## src/rtl/cpu_types_pkg.sv

```systemverilog
// -----------------------------------------------------------------------------
// cpu_types_pkg
// Shared types for the direct-mapped instruction cache:
//   ICACHE_NSETS / ICACHE_IDX_W / ICACHE_TAG_W : geometry of the frame array
//   icachef_t      : byte-address view {tag, idx, bytoff}
//   icache_frame_t : one stored frame {valid, tag, data}
//   icache_state_t : fill FSM states {IDLE, FETCH}
//   word_align()   : clears the byte-offset bits of an address
// -----------------------------------------------------------------------------
package cpu_types_pkg;

    localparam int ICACHE_NSETS = 16;
    localparam int ICACHE_IDX_W = $clog2(ICACHE_NSETS);
    localparam int ICACHE_TAG_W = 32 - ICACHE_IDX_W - 2;

    typedef struct packed {
        logic [ICACHE_TAG_W-1:0] tag;
        logic [ICACHE_IDX_W-1:0] idx;
        logic [1:0]              bytoff;
    } icachef_t;

    typedef struct packed {
        logic                    valid;
        logic [ICACHE_TAG_W-1:0] tag;
        logic [31:0]             data;
    } icache_frame_t;

    typedef enum logic [0:0] {
        IDLE  = 1'b0,
        FETCH = 1'b1
    } icache_state_t;

    // Memory control only takes word addresses.
    function automatic logic [31:0] word_align(input logic [31:0] addr);
        return {addr[31:2], 2'b00};
    endfunction

endpackage

```

## src/rtl/icache_dm_if.sv

```systemverilog
// -----------------------------------------------------------------------------
// icache_dm_if
// Bundles the datapath-side and memory-control-side signals of the icache.
//   Datapath side : imemREN, imemaddr, iflush (requests)  -> ihit, imemload
//   Memory side   : iwait, iload (responses)              <- iREN, iaddr
// modport slave  : the cache
// modport master : the environment driving requests and memory responses
// -----------------------------------------------------------------------------
interface icache_dm_if;

    logic        imemREN;
    logic [31:0] imemaddr;
    logic        ihit;
    logic [31:0] imemload;
    logic        iflush;
    logic        iREN;
    logic [31:0] iaddr;
    logic        iwait;
    logic [31:0] iload;

    modport slave (
        input  imemREN, imemaddr, iflush, iwait, iload,
        output ihit, imemload, iREN, iaddr
    );

    modport master (
        output imemREN, imemaddr, iflush, iwait, iload,
        input  ihit, imemload, iREN, iaddr
    );

endinterface

```

## src/rtl/icache_dm.sv

```systemverilog
// -----------------------------------------------------------------------------
// icache_dm
// Direct-mapped, one-word-per-frame instruction cache between the datapath
// instruction port and memory control. Hits answer combinationally while the
// FSM is IDLE; a miss moves to FETCH and holds iREN/iaddr until memory drops
// iwait, at which point the frame is installed and the FSM returns to IDLE
// for a fresh lookup.
// Ports:
//   CLK  : clock, all state on posedge
//   nRST : synchronous active-low reset
//   bus  : icache_dm_if.slave (imemREN/imemaddr/iflush/iwait/iload in,
//          ihit/imemload/iREN/iaddr out)
// -----------------------------------------------------------------------------
module icache_dm
    import cpu_types_pkg::*;
(
    input  logic       CLK,
    input  logic       nRST,
    icache_dm_if.slave bus
);

    icache_frame_t frames_q [ICACHE_NSETS];
    icache_state_t state_q;
    logic [31:0]   miss_addr_q;
    logic          iren_q;
    logic [31:0]   iaddr_q;

    icachef_t      req_view_s;
    icachef_t      fill_view_s;
    icache_frame_t lookup_frame_s;
    logic          hit_s;
    logic          fill_we_s;
    logic          unused_bytoff_s;

    assign req_view_s  = bus.imemaddr;
    assign fill_view_s = miss_addr_q;

    // Byte offsets never select anything in a word-per-frame cache.
    assign unused_bytoff_s = ^{req_view_s.bytoff, fill_view_s.bytoff};

    // The fill lands on the cycle memory stops waiting while we are fetching.
    assign fill_we_s = (state_q == FETCH) && !bus.iwait;

    // Tag compare against the indexed frame; only meaningful in IDLE.
    always_comb begin
        lookup_frame_s = frames_q[req_view_s.idx];
        hit_s          = 1'b0;
        if (state_q == IDLE) begin
            hit_s = bus.imemREN && lookup_frame_s.valid &&
                    (lookup_frame_s.tag == req_view_s.tag);
        end else begin
            hit_s = 1'b0;
        end
    end

    assign bus.ihit     = hit_s;
    assign bus.imemload = hit_s ? lookup_frame_s.data : 32'h0000_0000;
    assign bus.iREN     = iren_q;
    assign bus.iaddr    = iaddr_q;

    // Frame array: fill writes first, flush afterwards so a coincident flush wins.
    always_ff @(posedge CLK) begin
        if (!nRST) begin
            for (int i = 0; i < ICACHE_NSETS; i++) begin
                frames_q[i].valid <= 1'b0;
            end
        end else begin
            if (fill_we_s) begin
                frames_q[fill_view_s.idx] <= '{valid: 1'b1,
                                               tag:   fill_view_s.tag,
                                               data:  bus.iload};
            end
            if (bus.iflush) begin
                for (int i = 0; i < ICACHE_NSETS; i++) begin
                    frames_q[i].valid <= 1'b0;
                end
            end
        end
    end

    // Fill FSM with registered memory-request outputs.
    always_ff @(posedge CLK) begin
        if (!nRST) begin
            state_q     <= IDLE;
            miss_addr_q <= 32'h0000_0000;
            iren_q      <= 1'b0;
            iaddr_q     <= 32'h0000_0000;
        end else begin
            case (state_q)
                IDLE: begin
                    // A flush in the same cycle suppresses the miss; the
                    // request is simply re-examined next cycle.
                    if (bus.imemREN && !hit_s && !bus.iflush) begin
                        state_q     <= FETCH;
                        miss_addr_q <= word_align(bus.imemaddr);
                        iren_q      <= 1'b1;
                        iaddr_q     <= word_align(bus.imemaddr);
                    end else begin
                        state_q <= IDLE;
                        iren_q  <= 1'b0;
                        iaddr_q <= 32'h0000_0000;
                    end
                end
                FETCH: begin
                    // Requests are never abandoned: address changes on the
                    // datapath side are ignored until the fill returns.
                    if (!bus.iwait) begin
                        state_q <= IDLE;
                        iren_q  <= 1'b0;
                        iaddr_q <= 32'h0000_0000;
                    end else begin
                        state_q <= FETCH;
                        iren_q  <= 1'b1;
                        iaddr_q <= miss_addr_q;
                    end
                end
                default: begin
                    state_q <= IDLE;
                    iren_q  <= 1'b0;
                    iaddr_q <= 32'h0000_0000;
                end
            endcase
        end
    end

endmodule

```

## src/flat_wrapper.sv

```systemverilog
// flat-port wrapper written by rule: the top's interface ports become plain ports
module icache_dm_flat import cpu_types_pkg::*;
  (CLK, nRST, bus_imemREN, bus_imemaddr, bus_iflush, bus_iwait, bus_iload, bus_ihit, bus_imemload, bus_iREN, bus_iaddr);
  icache_dm_if bus_i ();
  input  logic CLK;
  input  logic nRST;
  input wire logic [$bits(bus_i.imemREN)-1:0] bus_imemREN;
  input wire logic [$bits(bus_i.imemaddr)-1:0] bus_imemaddr;
  input wire logic [$bits(bus_i.iflush)-1:0] bus_iflush;
  input wire logic [$bits(bus_i.iwait)-1:0] bus_iwait;
  input wire logic [$bits(bus_i.iload)-1:0] bus_iload;
  output wire logic [$bits(bus_i.ihit)-1:0] bus_ihit;
  output wire logic [$bits(bus_i.imemload)-1:0] bus_imemload;
  output wire logic [$bits(bus_i.iREN)-1:0] bus_iREN;
  output wire logic [$bits(bus_i.iaddr)-1:0] bus_iaddr;
  assign bus_i.imemREN = bus_imemREN;
  assign bus_i.imemaddr = bus_imemaddr;
  assign bus_i.iflush = bus_iflush;
  assign bus_i.iwait = bus_iwait;
  assign bus_i.iload = bus_iload;
  assign bus_ihit = bus_i.ihit;
  assign bus_imemload = bus_i.imemload;
  assign bus_iREN = bus_i.iREN;
  assign bus_iaddr = bus_i.iaddr;
  icache_dm u_core (.CLK(CLK), .nRST(nRST), .bus(bus_i));
endmodule
```

## config.mk

```make
export PLATFORM = sky130hd
export DESIGN_NAME = icache_dm_flat
export DESIGN_NICKNAME = d
export VERILOG_FILES = /design/src/rtl/cpu_types_pkg.sv /design/src/rtl/icache_dm_if.sv /design/src/rtl/icache_dm.sv /design/src/flat_wrapper.sv
export SDC_FILE = /design/constraint.sdc
export NUM_CORES = 1
export LEC_CHECK = 0
export ABC_AREA = 1
export BUFFER_PORTS_ARGS = -buffer_cell sky130_fd_sc_hd__buf_2
export CAP_MARGIN = 5
export CELL_PAD_IN_SITES_DETAIL_PLACEMENT = 2
export CELL_PAD_IN_SITES_GLOBAL_PLACEMENT = 2
export CORE_ASPECT_RATIO = 1.2
export CORE_MARGIN = 1.5
export CORE_UTILIZATION = 43
export CTS_CLUSTER_SIZE = 40
export DETAILED_ROUTE_END_ITERATION = 8
export GPL_TIMING_DRIVEN = 0
export PLACE_DENSITY = 0.82
export SLEW_MARGIN = 20
export SYNTH_ARGS = -nofsm -noshare
export SYNTH_HDL_FRONTEND = slang
export SYNTH_SLANG_ARGS = --single-unit
```

## constraint.sdc

```tcl
create_clock -name CLK -period 7.6 [get_ports CLK]
set_clock_uncertainty 0.05 [all_clocks]
set_input_delay 0 -clock CLK [delete_from_list [all_inputs] [get_ports CLK]]
set_output_delay 0 -clock CLK [all_outputs]
set_load 0.02 [all_outputs]
```

* Word level (Yosys, flattened, before mapping)
Memories as Yosys holds them, arrays and structs flattened.
Index checks and enable logic that the tools add are counted.
** Word-level totals
- Flip-flop bits (word level) :: 63
- RAM bits :: 944
- Input bits :: 69
- Output and inout port bits :: 66
- Word-level logic and storage cells :: 174
- Memories :: 1
** Memories
- u_core.frames_q :: words 16, bits a word 59, rd ports 1, clocked after memory_dff 0, wr ports 17, line icache_dm.sv:22 : icache_frame_t frames_q [ICACHE_NSETS];
** Operators by class
- Equality and inequality tests :: 17
- Multiplexer cells :: 31
- Bitwise gates (word level) :: 113
- Reduce and logical (&&, ||, !) cells :: 9
** Operators with widths (number)
- two-way mux 32 bit :: 3
- == test 4 bit (second input constant) :: 16
- case mux 32 bit (2 select lines) :: 1
- bitwise AND 1 bit :: 48
- NOT 1 bit :: 33
- == test 26 bit :: 1
- two-way mux 1 bit :: 26
- bitwise AND 1 bit (second input constant) :: 16
- bitwise OR 1 bit :: 16
- logical AND 1 bit :: 5
- logical NOT 1 bit :: 3
- case mux 1 bit (2 select lines) :: 1
- AND reduction 2 bit :: 1

* Longest topological paths before layout
- Depth in word-level cells :: 21
- Mapped depth :: 21
- Mapped depth without buffers :: 17

* Least setup slack after synthesis
No wires, ideal clock.
- Kind :: reg2reg
- From :: register, netlist name u_core.bus.iREN
- To :: memory u_core.frames_q[14][0] in the netlist's numbering, enable pin
- Library setup time :: 0.548 ns
- Data arrival time :: 4.972 ns
- Required time :: 7.002 ns
- Slack :: 2.030 ns
- Cell stages (with the launch flop) :: 5
- Path buffers :: 0
- Clock period less this slack :: 5.570 ns
- Cell sequence :: dfxtp_1 > inv_1 > nor3_1 > nand3_1 > nor3_1
** RTL lines (line)
- end, declared :: icache_dm.sv:22

* Worst setup path in the final report
- From :: input port bus_imemaddr[5]
- To :: output port bus_imemload[28]
** On the way
- Cells in the longest elaborated chain, start to end :: 5
- Elaborated cells between the ends (all ways) :: 6
- Those cells by class :: eq/ne: 1; mux: 2; reduce/logical: 2; memory: 1
** Ends and longest elaborated chain
- start, declared :: line flat_wrapper.sv:8 : input wire logic [$bits(bus_i.imemaddr)-1:0] bus_imemaddr;
- memory read (16 x 59 bit) *
- == test 26 bit / logical AND 1 bit (equally long branches) :: line icache_dm.sv:50, icache_dm.sv:49
- logical AND 1 bit :: line icache_dm.sv:49 : hit_s = bus.imemREN && lookup_frame_s.valid &&
- two-way mux 1 bit :: line icache_dm.sv:48 : if (state_q == IDLE) begin
- two-way mux 32 bit * :: line icache_dm.sv:57 : assign bus.imemload = hit_s ? lookup_frame_s.data : 32'h0000_0000;
- end, declared :: line flat_wrapper.sv:13 : output wire logic [$bits(bus_i.imemload)-1:0] bus_imemload;
Mark *: on every way between the ends. The rest lies on a longest branch, timed or not.

==> impl_results.md <==
* RSZ-0062 raised after global routing: false
* CORE AREA at about 0.094 mm²
* Max-cap violation count at 0
* Post-DR vias/cell at roughly 6.4
* Synth Area in Adders at 0%
* Cts bufs inserted at around 100
* Final Total Pwr at ~12 mW
* CTS tree: yes
* Remaining Overflow, GRT at 0
* # port buffers at 124
* Crit path from: bus_imemaddr[5]
* Power per cell area at around 250 mW/mm²
* DP Wirelength at 120.1 mm
* Register-to-register setup slack at around 4000 ps
* Synth Area in Compound Gates at 7.316%
* Most frequent cells in the layout: nand2_1, edfxtp_1, nand3_1, a21oi_1, inv_1
* GR Util All Layers at 39.53%
* Placed Cells at between 4,000 and 5,000
* CTS H-tree depth at 3
* Final worst slack at ~2700 ps
* Sequential cell area at 0.02941 mm²
* Layout Cells excl Fill at 5,182
* Initial antenna violation count at 9
* Crit path to: bus_imemload[28]
* Final antenna-violating net count at 0
* Status: complete, no violations
* Syn avg cell area at approximately 12 µm²
* Placed instance area at 0.04380 mm²
* Final Net Count at 3,910
* Yosys reg bits at between 1,000 and 1,500
* Slew Limit Fails at 0
* Initial Utilization at between 40% and 50%
* Crit end category: output pin
* Die X at about 280 µm
* Vias in the first global route at about 36,000
* DRT iter0 DRCs at between 4,000 and 5,000
* Yosys warns at 0
* Remaining DRCs at 0
* VDD IR max at approximately 0.00024 V
* RR Startpoint: u_core.bus.iREN
* Area of the multi-input gates at roughly 0.0094 mm²
* Crit path buffers/inverters at 6
* First-pass GRT wire length at 268.7 mm
* Clk root buf: clkbuf_16
* Clk buf depth at 3
* Post-Syn Area at roughly 0.04 mm²
* WL per Instance at ~37 µm
* WP data arrival at slightly below 5000 ps
* DP Worst Slack at ~3200 ps
* Setup-failing EPs final at 0
* Fmax at 202.8 MHz
* CTS-repair resized insts at 0
* Largest family of logic cells by synthesized area: simple AND/OR/NAND/NOR gates
* Worst r2r path cells at 9
* Cell Chain, Critical Path: buf_2 > inv_1 > buf_1 > nand3_1 > nand3_1 > nand2_1 > nor2_1 > nand2_1 > inv_1 > nand3_2 > clkbuf_1 > nor4_1 > buf_2
* Pre-antenna DRT Iters at 6
* Cell variety after synth at 32
* Crit start category: input pin
* CP max-delay cell: nor4_1
* Worst skew pair latency at approximately 700 ps
* Critical path's largest stage delay at around 990 ps
* P&R area growth vs syn at 17.34%
* Final Cycle Share at roughly 65%
* Post-layout minimum cycle time at 4931 ps
* Post-synthesis sequential area ratio at about 72%
* HP Class: in2reg
* Hold Violations, Final at 0
* Rel. slew slack at about 15%
* Synth Area in XOR/XNOR at 0%
* Commonest non-fill, non-tap cell in the layout: nand2_1
* Crit Path Class: in2out
* Instance count on the critical path at 13
* Worst EP required at around 7600 ps
* Clock sinks at 1,005
* Synthesized netlist cell count at between 3,000 and 4,000
* Layout cells sized above 1 at 11.03%
* Worst-margin pin slew at between 1000 and 1500 ps
* Mux cell area share after synthesis at 0%
* Row count at roughly 120
* GP Congestion at around 0.9
* Reg-to-Reg End: u_core.frames_q[14][50]
* Cell family with most CP delay: buffers and inverters
* Largest net degree at the start of global routing at around 50
* Design Area, Final at between 0.04 and 0.05 mm²
* Clock-pin slew on the worst setup and hold paths at about 60 ps
* Post-Route WL at between 150 and 200 mm
* Lkg Pwr at 17.50 nW
* Crit Path Max Fanout at 10
* Fill cells at between 9,000 and 10,000
* Die ar. at between 0.09 and 0.1 mm²
* Chip Height at approximately 340 µm
* Synth Area in Simple Gates at roughly 16%
* Num ports at around 140
* Vias at 33,249
## synth_stat cells
master | count | share of area (%)
nand2_2 | 1 | 0.015
buf_6 | 4 | 0.11
and2_1 | 1 | 0.015
nand2_1 | 1006 | 9.3
conb_1 | 1 | 0.0092
a221oi_1 | 101 | 2.2
o21ai_0 | 12 | 0.15
buf_2 | 50 | 0.62
buf_1 | 28 | 0.26
dfxtp_1 | 77 | 3.8
inv_1 | 218 | 2.0
buf_4 | 23 | 0.42
nor3_1 | 44 | 0.54
clkinv_1 | 1 | 0.0092
or2_2 | 5 | 0.077
inv_2 | 4 | 0.037
edfxtp_1 | 928 | 69
a311oi_1 | 27 | 0.58
nand3_2 | 1 | 0.025
or2_1 | 3 | 0.046
nor4_1 | 32 | 0.49
o211ai_1 | 15 | 0.28
o21ai_2 | 1 | 0.022
a21oi_1 | 308 | 3.8
nor2_1 | 121 | 1.1
o21ai_1 | 26 | 0.32
nor2b_1 | 1 | 0.015
nand3b_1 | 1 | 0.018
nor2_2 | 1 | 0.015
clkbuf_1 | 121 | 1.1
nand4_1 | 1 | 0.015
nand3_1 | 330 | 4.1
## power breakdown
group / switching (mW) / total, mW / internal, mW
Combinational: 0.687 / 0.893 / 0.206
Sequential: 0.0488 / 6.09 / 6.05
Clock: 2.38 / 5.16 / 2.78
## worst min path at each step
stage | start | to | slack [ps] | cells past startpoint
floorplan | bus_iload[0] | u_core.frames_q[0][0] | 50 | 0
global placement | bus_iwait | u_core.bus.iREN | 290 | 3
CTS | bus_imemaddr[21] | u_core.bus.iaddr[21] | 130 | 4
global route | bus_iwait | u_core.bus.iREN | 160 | 4
finish | bus_imemaddr[15] | u_core.bus.iaddr[15] | 150 | 4
detailed placement | bus_iwait | u_core.bus.iREN | 280 | 3
## flip-flops by register name, indices dropped and copies added, names as in the netlist
name	flops
u_core.bus.iREN	1
u_core.bus.iaddr	30
u_core.fill_view_s	30
u_core.frames_q	944
## layer usage
| metal | share of wire, % | wire [µm] | vias up | GRT usage (%) |
|---|---|---|---|---|
| met5 | 0.019 | 37 | - | 0 |
| met4 | 9.3 | 17860 | 4 | 31.92 |
| met3 | 8.0 | 15370 | 899 | 8.056 |
| met2 | 48 | 93300 | 2186 | 66.39 |
| met1 | 34 | 66440 | 17137 | 43.66 |
| li1 | - | - | 13023 | - |
## what timing repair did
| item | 4_1_cts | 5_1_grt |
|---|---|---|
| hold buffers | 63 | 0 |
| setup buffers | 0 | 0 |
| hold endpoints to repair | 601 | 0 |
## area by class of cell
| class | instances | share of cell area, % |
|---|---|---|
| Buffer | 226 | 2.172 |
| Tap cell | 1250 | 3.279 |
| Clock inverter | 59 | 1.086 |
| Inverter | 223 | 1.849 |
| Timing Repair Buffer | 242 | 4.443 |
| Multi-Input combinational cell | 2040 | 19.78 |
| Antenna cell | 5 | 0.02623 |
| Clock buffer | 132 | 5.718 |
| Sequential cell | 1005 | 61.65 |
## through the flow
stage	utilization [%]	hold slack [ps]	TNS (ps)
floorplan	-	48.87	0
global placement	45.71	287.6	-901610
detailed placement	46.73	275.5	0
CTS	50.87	125.1	0
global route	50.89	164.0	0
finish	50.90	151.6	0
## worst min-delay path: stages
cell and delay (ps):
dlygate4sd3_1 540, buf_2 150, nand3_1 110, a21oi_1 70
## cells by family (layout without fill, tap and decap cells)
| logic type | Yosys count | in the layout |
|---|---|---|
| DFF | 1005 | 1005 |
| buffers and inverters | 449 | 882 |
| and+or+nand+nor | 1548 | 1548 |
| other | 1 | 7 |
| AOI/OAI and AO/OA | 490 | 490 |
(Power assumes the default switching activity.)
